<file path="src/rtl/ps2_scan_decoder.sv">
// PS/2 scan-code decoder: folds E0/F0 prefixes into make/break events and queues them in a FWFT FIFO.
// Optional repeat-make suppression is compiled in with `define PS2_TYPEMATIC_FILTER_EN.
module ps2_scan_decoder #(
    parameter int FIFO_DEPTH = 4
) (
    input  logic       clk,
    input  logic       reset_n,
    input  logic       rx_done_tick,
    input  logic [7:0] rx_data,
    input  logic       evt_ready,
    output logic       evt_valid,
    output logic [7:0] evt_code,
    output logic       evt_ext,
    output logic       evt_break,
    output logic       fifo_full,
    output logic       overflow,
    input  logic       clr_overflow,
    output logic       err_tick
);

    localparam int PTR_W = (FIFO_DEPTH > 1) ? $clog2(FIFO_DEPTH) : 1;

    typedef enum logic [1:0] {
        S_IDLE,
        S_EXT,
        S_BRK,
        S_EXT_BRK
    } state_t;

    state_t state;

    logic is_e0;
    logic is_f0;
    logic is_err;
    logic ev_ext;
    logic ev_brk;
    logic evt_formed;
    logic push;
    logic pop;
    logic wr_en;
    logic drop;

    logic [9:0]       mem [FIFO_DEPTH];
    logic [PTR_W-1:0] wr_ptr;
    logic [PTR_W-1:0] rd_ptr;
    logic [PTR_W:0]   count;
    logic [9:0]       head;

    assign is_e0      = (rx_data == 8'hE0);
    assign is_f0      = (rx_data == 8'hF0);
    assign is_err     = (rx_data == 8'h00) || (rx_data == 8'hFF);
    assign ev_ext     = (state == S_EXT) || (state == S_EXT_BRK);
    assign ev_brk     = (state == S_BRK) || (state == S_EXT_BRK);
    assign evt_formed = rx_done_tick && !is_e0 && !is_f0 && !is_err;

    always_ff @(posedge clk or negedge reset_n) begin
        if (!reset_n) begin
            state    <= S_IDLE;
            err_tick <= 1'b0;
        end else begin
            err_tick <= rx_done_tick && is_err;
            if (rx_done_tick) begin
                if (is_e0) begin
                    state <= S_EXT;
                end else if (is_f0) begin
                    case (state)
                        S_IDLE:  state <= S_BRK;
                        S_EXT:   state <= S_EXT_BRK;
                        default: state <= state;
                    endcase
                end else begin
                    state <= S_IDLE;
                end
            end
        end
    end

`ifdef PS2_TYPEMATIC_FILTER_EN
    logic       held_valid;
    logic [7:0] held_code;
    logic       held_ext;
    logic       held_match;

    // A key held down auto-repeats its make code; only the first make and the break get through.
    assign held_match = held_valid && (held_code == rx_data) && (held_ext == ev_ext);
    assign push       = evt_formed && !(held_match && !ev_brk);

    always_ff @(posedge clk or negedge reset_n) begin
        if (!reset_n) begin
            held_valid <= 1'b0;
            held_code  <= 8'h00;
            held_ext   <= 1'b0;
        end else if (evt_formed) begin
            if (!ev_brk && !held_match) begin
                held_valid <= 1'b1;
                held_code  <= rx_data;
                held_ext   <= ev_ext;
            end else if (ev_brk && held_match) begin
                held_valid <= 1'b0;
            end
        end
    end
`else
    assign push = evt_formed;
`endif

    assign pop   = evt_valid && evt_ready;
    assign wr_en = push && (!fifo_full || pop);
    assign drop  = push && fifo_full && !pop;

    always_ff @(posedge clk) begin
        if (wr_en) begin
            mem[wr_ptr] <= {ev_ext, ev_brk, rx_data};
        end
    end

    always_ff @(posedge clk or negedge reset_n) begin
        if (!reset_n) begin
            wr_ptr   <= '0;
            rd_ptr   <= '0;
            count    <= '0;
            overflow <= 1'b0;
        end else begin
            if (wr_en) begin
                wr_ptr <= wr_ptr + PTR_W'(1);
            end
            if (pop) begin
                rd_ptr <= rd_ptr + PTR_W'(1);
            end
            if (wr_en && !pop) begin
                count <= count + (PTR_W+1)'(1);
            end else if (pop && !wr_en) begin
                count <= count - (PTR_W+1)'(1);
            end
            // A drop in the same cycle as the clear wins so no loss goes unreported.
            if (drop) begin
                overflow <= 1'b1;
            end else if (clr_overflow) begin
                overflow <= 1'b0;
            end
        end
    end

    assign head      = mem[rd_ptr];
    assign evt_valid = (count != '0);
    assign fifo_full = (count == (PTR_W+1)'(FIFO_DEPTH));
    assign evt_code  = evt_valid ? head[7:0] : 8'h00;
    assign evt_break = evt_valid ? head[8]   : 1'b0;
    assign evt_ext   = evt_valid ? head[9]   : 1'b0;

endmodule

</file>
<file path="config.mk">
export PLATFORM = sky130hd
export DESIGN_NAME = ps2_scan_decoder
export DESIGN_NICKNAME = d
export VERILOG_FILES = /design/src/rtl/ps2_scan_decoder.sv
export SDC_FILE = /design/constraint.sdc
export NUM_CORES = 1
export LEC_CHECK = 0
export BUFFER_PORTS_ARGS = -buffer_cell sky130_fd_sc_hd__buf_2
export CAP_MARGIN = 20
export CORE_MARGIN = 5
export CORE_UTILIZATION = 51
export CTS_CLUSTER_DIAMETER = 30
export DETAILED_ROUTE_END_ITERATION = 12
export PLACE_DENSITY = 0.73
export SLEW_MARGIN = 25
export SYNTH_ARGS = -nofsm -noshare
export SYNTH_HDL_FRONTEND = slang
export SYNTH_SLANG_ARGS = --single-unit
</file>
<file path="constraint.sdc">
create_clock -name clk -period 1.8 [get_ports clk]
set_input_delay 0.09 -clock clk [delete_from_list [all_inputs] [get_ports clk]]
set_output_delay 0.09 -clock clk [all_outputs]
set_load 0.01 [all_outputs]
</file>
# Word-level counts from Yosys, hierarchy flattened
# Memories as Yosys holds them, arrays and structs flattened.
# Index checks and enable logic that the tools add are counted.
[totals]
n_memories = 1
latch_bits = 0
elab_cells = 57
inputBits = 13
out_inout_bits = 14
mem_bits_rw = 40
register_bits = 11
romBits = 0
[memory_table]
columns = ["name", "words", "word_bits", "rd", "rd_ports_with_merged_regs", "wr", "line", "source"]
rows = [
  ["mem", 4, 10, 1, 0, 1, "43", "logic [9:0] mem [FIFO_DEPTH];"],
]
[classes]
add_sub_neg = 4
magnitude_cmp = 0
reduce_logical = 26
bitwise = 0
mux = 12
div_mod_pow = 0
multipliers = 0
eq_ne = 8
n_shift = 0
[op_table]
columns = ["cell", "count"]
rows = [
  ["== test 8 bit (second input constant)", 3],
  ["logical AND 1 bit", 10],
  ["zero test 8 bit", 1],
  ["2-to-1 mux 8 bit", 1],
  ["zero test 1 bit", 6],
  ["2-to-1 mux 1 bit", 6],
  ["2-to-1 mux 3 bit", 2],
  ["adder 2 x 1 -> 2 bit (second input constant)", 2],
  ["== test 2 bit (second input constant)", 2],
  ["logical OR 1 bit", 4],
  ["2-to-1 mux 2 bit", 2],
  ["!= test 4 x 2 -> 1 bit (second input constant)", 1],
  ["case mux 2 bit (2 select lines)", 1],
  ["nonzero test 2 bit", 2],
  ["adder 3 x 1 -> 3 bit (second input constant)", 1],
  ["== test 3 bit (second input constant)", 1],
  ["nonzero test 3 bit", 1],
  ["subtractor 3 x 1 -> 3 bit (second input constant)", 1],
  ["== test 2 x 1 -> 1 bit (second input constant)", 1],
  ["zero test 2 bit", 1],
  ["AND reduction 2 bit", 1],
]

# Depth between registers and ports, before layout
[depth]
depth_word = 10
ltp_mapped = 9
ltp_nobuf = 9

# Least setup slack after synthesis
# No wires, ideal clock.
[synth_path]
path_type = "reg2reg"
start = "register count[0]"
end = "register count[1]"
period_less_slack_ns = 1.957
arrival_ns = 1.832
setup_time_ns = 0.125
stages_incl_launch_ff = 8
path_slack_ns = -0.157
required_ns = 1.675
n_path_buf = 0
path_cell_list = "dfrtp_1 nor2_1 nand2_1 o2111a_4 ha_1 inv_1 fa_1 mux2_2"
[synth_via]
elab_chain_cells = 7
word_cells_on_any_way = 15
classes_between = "add/sub: 2; eq/ne: 1; mux: 2; reduce/logical: 10"
[synth_rtl]
columns = ["element", "line", "source"]
rows = [
  ["from (decl)", "46", "logic [PTR_W:0] count;"],
  ["from (signal assigned)", "131", "count <= count + (PTR_W+1)'(1);"],
  ["from (signal assigned)", "133", "count <= count - (PTR_W+1)'(1);"],
  ["== test 3 bit or nonzero test 3 bit (tied branches)", "146, 145", ""],
  ["zero test 1 bit or logical AND 1 bit (tied branches)", "108, 107", ""],
  ["logical OR 1 bit *", "108", "assign wr_en = push && (!fifo_full || pop);"],
  ["logical AND 1 bit *", "108", ""],
  ["net wr_en", "40", "logic wr_en;"],
  ["zero test 1 bit", "132", "end else if (pop && !wr_en) begin"],
  ["logical AND 1 bit", "132", ""],
  ["nonzero test 2 bit (no source line)", "--", ""],
]
# The timed path passes the listed nets; every way through them passes the cells marked *. The select of a mux whose other input is x is not followed.
# A chain may end at the register's enable or synchronous reset.

# Worst setup path in the final report
# Ends and elaborated chain as after synthesis.

==> impl_metrics.csv <==
group,metric,value,unit
outcome,status,"finished with violations",
outcome,violations,"setup timing",
final_layout,antenna-diode-count,0,
global_routing,grt_pass1_wl,7.031,mm
floorplan,start_util,0.5319,
timing,fin_crit,1.932,ns
timing,fin_ws,-0.1325,ns
timing,max-slew-margin-rel,0.8028,
setup_path,crit_required,1.99,ns
yosys,synth-edff-count,40,
floorplan,die-area,5633,um2
clock_tree,insertion_delay,0.30,ns
timing,worst_pin_slew,0.2934,ns
flow_run,drv_cap,0,
setup_path,arrival,2.12,ns
min_path,hold_class,"input pin to flop",
setup_path,slowest_delay,0.42,ns
global_routing,grt_start_max_net_pins,16,
power_and_ir_drop,p_sw,0.001269,W
setup_path,worst-path-buf-inv,1,
yosys,synth.distinct_cells,28,
yosys,ys_seq_area_frac,0.6841,
setup_path,worstPathCellList,"nor2_2, nand2_2, o2111a_4, ha_4, inv_2, fa_2, mux2_2",
power_and_ir_drop,power_leakage,1.104,nW
power_and_ir_drop,clkPwrFrac,0.151,
final_layout,layout.nets,200,
yosys,synth_flop_cell,"edfxtp_1",
detailed_routing,drt-total-wl,4.245,mm
final_layout,final_core_util,0.6787,
power_and_ir_drop,pwr-share-seq,0.402,
power_and_ir_drop,power,0.004164,W
yosys,syn_area,2158,um2
floorplan,io_pins,27,
detailed_routing,drt_iter0_drc,59,
setup_path,critPathTopFamily,"adder cells",
clock_tree,cts_buffer_depth,2,
yosys,syn_nets,142,
floorplan,core,4058,um2
final_layout,multiInputGateArea,678.2,um2
timing,finalMaxSlewViolations,0,
place,gp_congestion,0.8319,
place,dp_hpwl,3.065,mm
clock_tree,cts.sinks,51,
clock_tree,cts_root_buf,"clkbuf_8",
final_layout,n_fill_cell,278,
clock_tree,htree_levels,2,
floorplan,rows,23,
yosys,synthTopCellsByCount,"edfxtp_1 (40), and2_1 (14), dfrtp_1 (11), mux4_2 (10)",
setup_path,r2r-end,"count[1]",
yosys,async_reset_ff_frac,0.2157,
power_and_ir_drop,p_comb_frac,0.447,
detailed_routing,vias,1233,
yosys,yosys_warnings,0,
timing,finalSetupViolCount,2,
detailed_routing,antenna_left,0,
global_routing,grt_overflow,0,
timing,fin_worst_skew,0.007501,ns
timing,finalCritPeriodShare,1.074,
floorplan,die_x,75.06,um
global_routing,grt_pass1_vias,1416,
floorplan,die_y,75.06,um
yosys,synthTopCellsByArea,"edfxtp_1 (56%), dfrtp_1 (13%), mux4_2 (10%), and2_1 (4.1%), ha_1 (2.9%)",
yosys,synth_top_area_share,0.5565,
detailed_routing,via_per_inst,5.315,
setup_path,worst_path_max_delay_cell,"dfrtp_1",
yosys,synth_top_area_cell,"edfxtp_1",
setup_path,reg2reg_slack,-0.13,ns
clock_tree,clkTransAtPathRegs,0.09,ns
detailed_routing,drcViolationCount,0,
yosys,ys_seq_elements,51,
setup_path,cp_max_fo,3,
min_path,hold_depth,2,
yosys,yosysMostFrequentCell,"edfxtp_1",
place,port_buffers,26,
timing,fmax,0.5175,GHz
setup_path,cp-end-kind,"flop",
power_and_ir_drop,power.internal,0.002894,W
min_path,hp-start,"rx_done_tick",
final_layout,drive_gt1_frac,0.4945,
timing,rsz0062_at_grt,"true",
power_and_ir_drop,sw_frac_of_total,0.3049,
detailed_routing,wl_per_cell,18.30,um
global_routing,track_usage,0.1776,
detailed_routing,dr.pass1.iters,4,
yosys,synth_cells,123,
setup_path,r2r_cells,7,
yosys,avgSynthCellArea,17.55,um2
clock_tree,cts_tree,"done",
min_path,hold_path_end,"state[0]",
timing,hold_violations,0,
setup_path,r2r-start,"count[0]",
power_and_ir_drop,p_per_area,1512,nW/um2
power_and_ir_drop,peakVddDrop,741.9,uV
global_routing,antenna_found_initial,0,
setup_path,start_kind,"flop",
final_layout,ff_latch_area,1478,um2
clock_tree,numCtsBuffers,5,
final_layout,area_growth,27.59,%
setup_path,critical_path_class,"flop to flop",
## registers in the layout (all words and copies together) (netlist names)
| register | cells |
|---|---|
| count | 3 |
| err_tick | 1 |
| mem | 40 |
| overflow | 1 |
| rd_ptr | 2 |
| state | 2 |
| wr_ptr | 2 |
## layer usage
| layer | vias to the layer above | global-route usage | part of all wire |
|---|---|---|---|
| met3 | 4 | 0.04272 | 0.043 |
| li1 | 578 | - | - |
| met5 | - | 0 | 0 |
| met2 | 25 | 0.3133 | 0.54 |
| met1 | 626 | 0.2115 | 0.40 |
| met4 | 0 | 0.06324 | 0.011 |
## worst reg2reg max path: stages, from the launching register on
cell      delay (ns)
dfrtp_1         0.42
nor2_2          0.13
nand2_2         0.07
o2111a_4        0.29
ha_4            0.17
inv_2           0.05
fa_2            0.42
mux2_2          0.28
## power by group through the flow
stage / combinational, W / clock [W] / sequential [W]
global placement: 0.00162 / 0 / 0.00166
CTS: 0.00171 / 0.000648 / 0.00166
finish: 0.00186 / 0.000630 / 0.00167
global route: 0.00202 / 0.000712 / 0.00170
floorplan: 0.000961 / 0 / 0.00167
detailed placement: 0.00167 / 0 / 0.00168
## worst max path at each step
stage | slack (ns) | cells past startpoint | startpoint | endpoint
2_1_floorplan | -0.09 | 7 | count[0] | count[1]
5_1_grt | -0.20 | 8 | count[0] | count[2]
4_1_cts | -0.14 | 7 | count[1] | count[1]
3_5_place_dp | -0.12 | 7 | count[1] | count[1]
3_3_place_gp | -0.06 | 7 | count[1] | count[1]
6_report | -0.13 | 7 | count[0] | count[1]
## per-stage QoR
stage / setup WS (ns) / cell area (um2) / hold WS [ns] / instances / TNS, ns
global route: -0.2042 / 2754 / 0.02761 / 232 / -0.4133
finish: -0.1325 / 2754 / 0.02912 / 232 / -0.2209
CTS: -0.1427 / 2690 / 0.02039 / 230 / -0.2170
detailed placement: -0.1232 / 2570 / -0.02596 / 218 / -0.2416
floorplan: -0.09066 / 2183 / -0.2056 / 123 / -0.1787
global placement: -0.05950 / 2570 / -0.02965 / 218 / -0.1038
## layout make-up
class	instances	area share
Clock buffer	6	0.02635
Clock inverter	2	0.004543
Inverter	6	0.008178
Multi-Input combinational cell	61	0.2463
Sequential cell	51	0.5366
Tap cell	50	0.02272
Timing Repair Buffer	56	0.1554
## layout by cell type (no fill, tap or decap), drive strengths merged
cell         instances
a21oi                3
and2                14
and3                 2
buf                 54
clkbuf               7
clkinv               1
clkinvlp             1
dfrtp               11
dlygate4sd3          1
edfxtp              40
fa                   1
ha                   5
inv                  6
mux2                 2
mux4                10
nand2                6
nand2b               1
nand3                1
nand4                1
nor2                 2
nor4                 2
o2111a               1
o21ai                1
o2bb2ai              1
o41ai                1
or3                  1
xnor2                4
xor2                 2
## kinds of logic (layout without fill, tap and decap cells)
logic type,after synthesis,count (layout),share of synthesized area
AOI/OAI and AO/OA,7,7,0.02841
muxes,12,12,0.1165
DFF,51,51,0.6841
xor gates and xnor gates,6,6,0.02435
and+or+nand+nor,30,30,0.08696
buffers and inverters,11,70,0.02145
adders and majority gates,6,6,0.03826
## what timing repair did
action,CTS,global route
buffers inserted,3,1
pin swaps,3,10
endpoints found under the setup margin,2,5
cloned,0,1
hold buffers,1,0
resized for setup,1,10
endpoints found under the hold margin,11,0
Power figures use the tool's default switching activity.
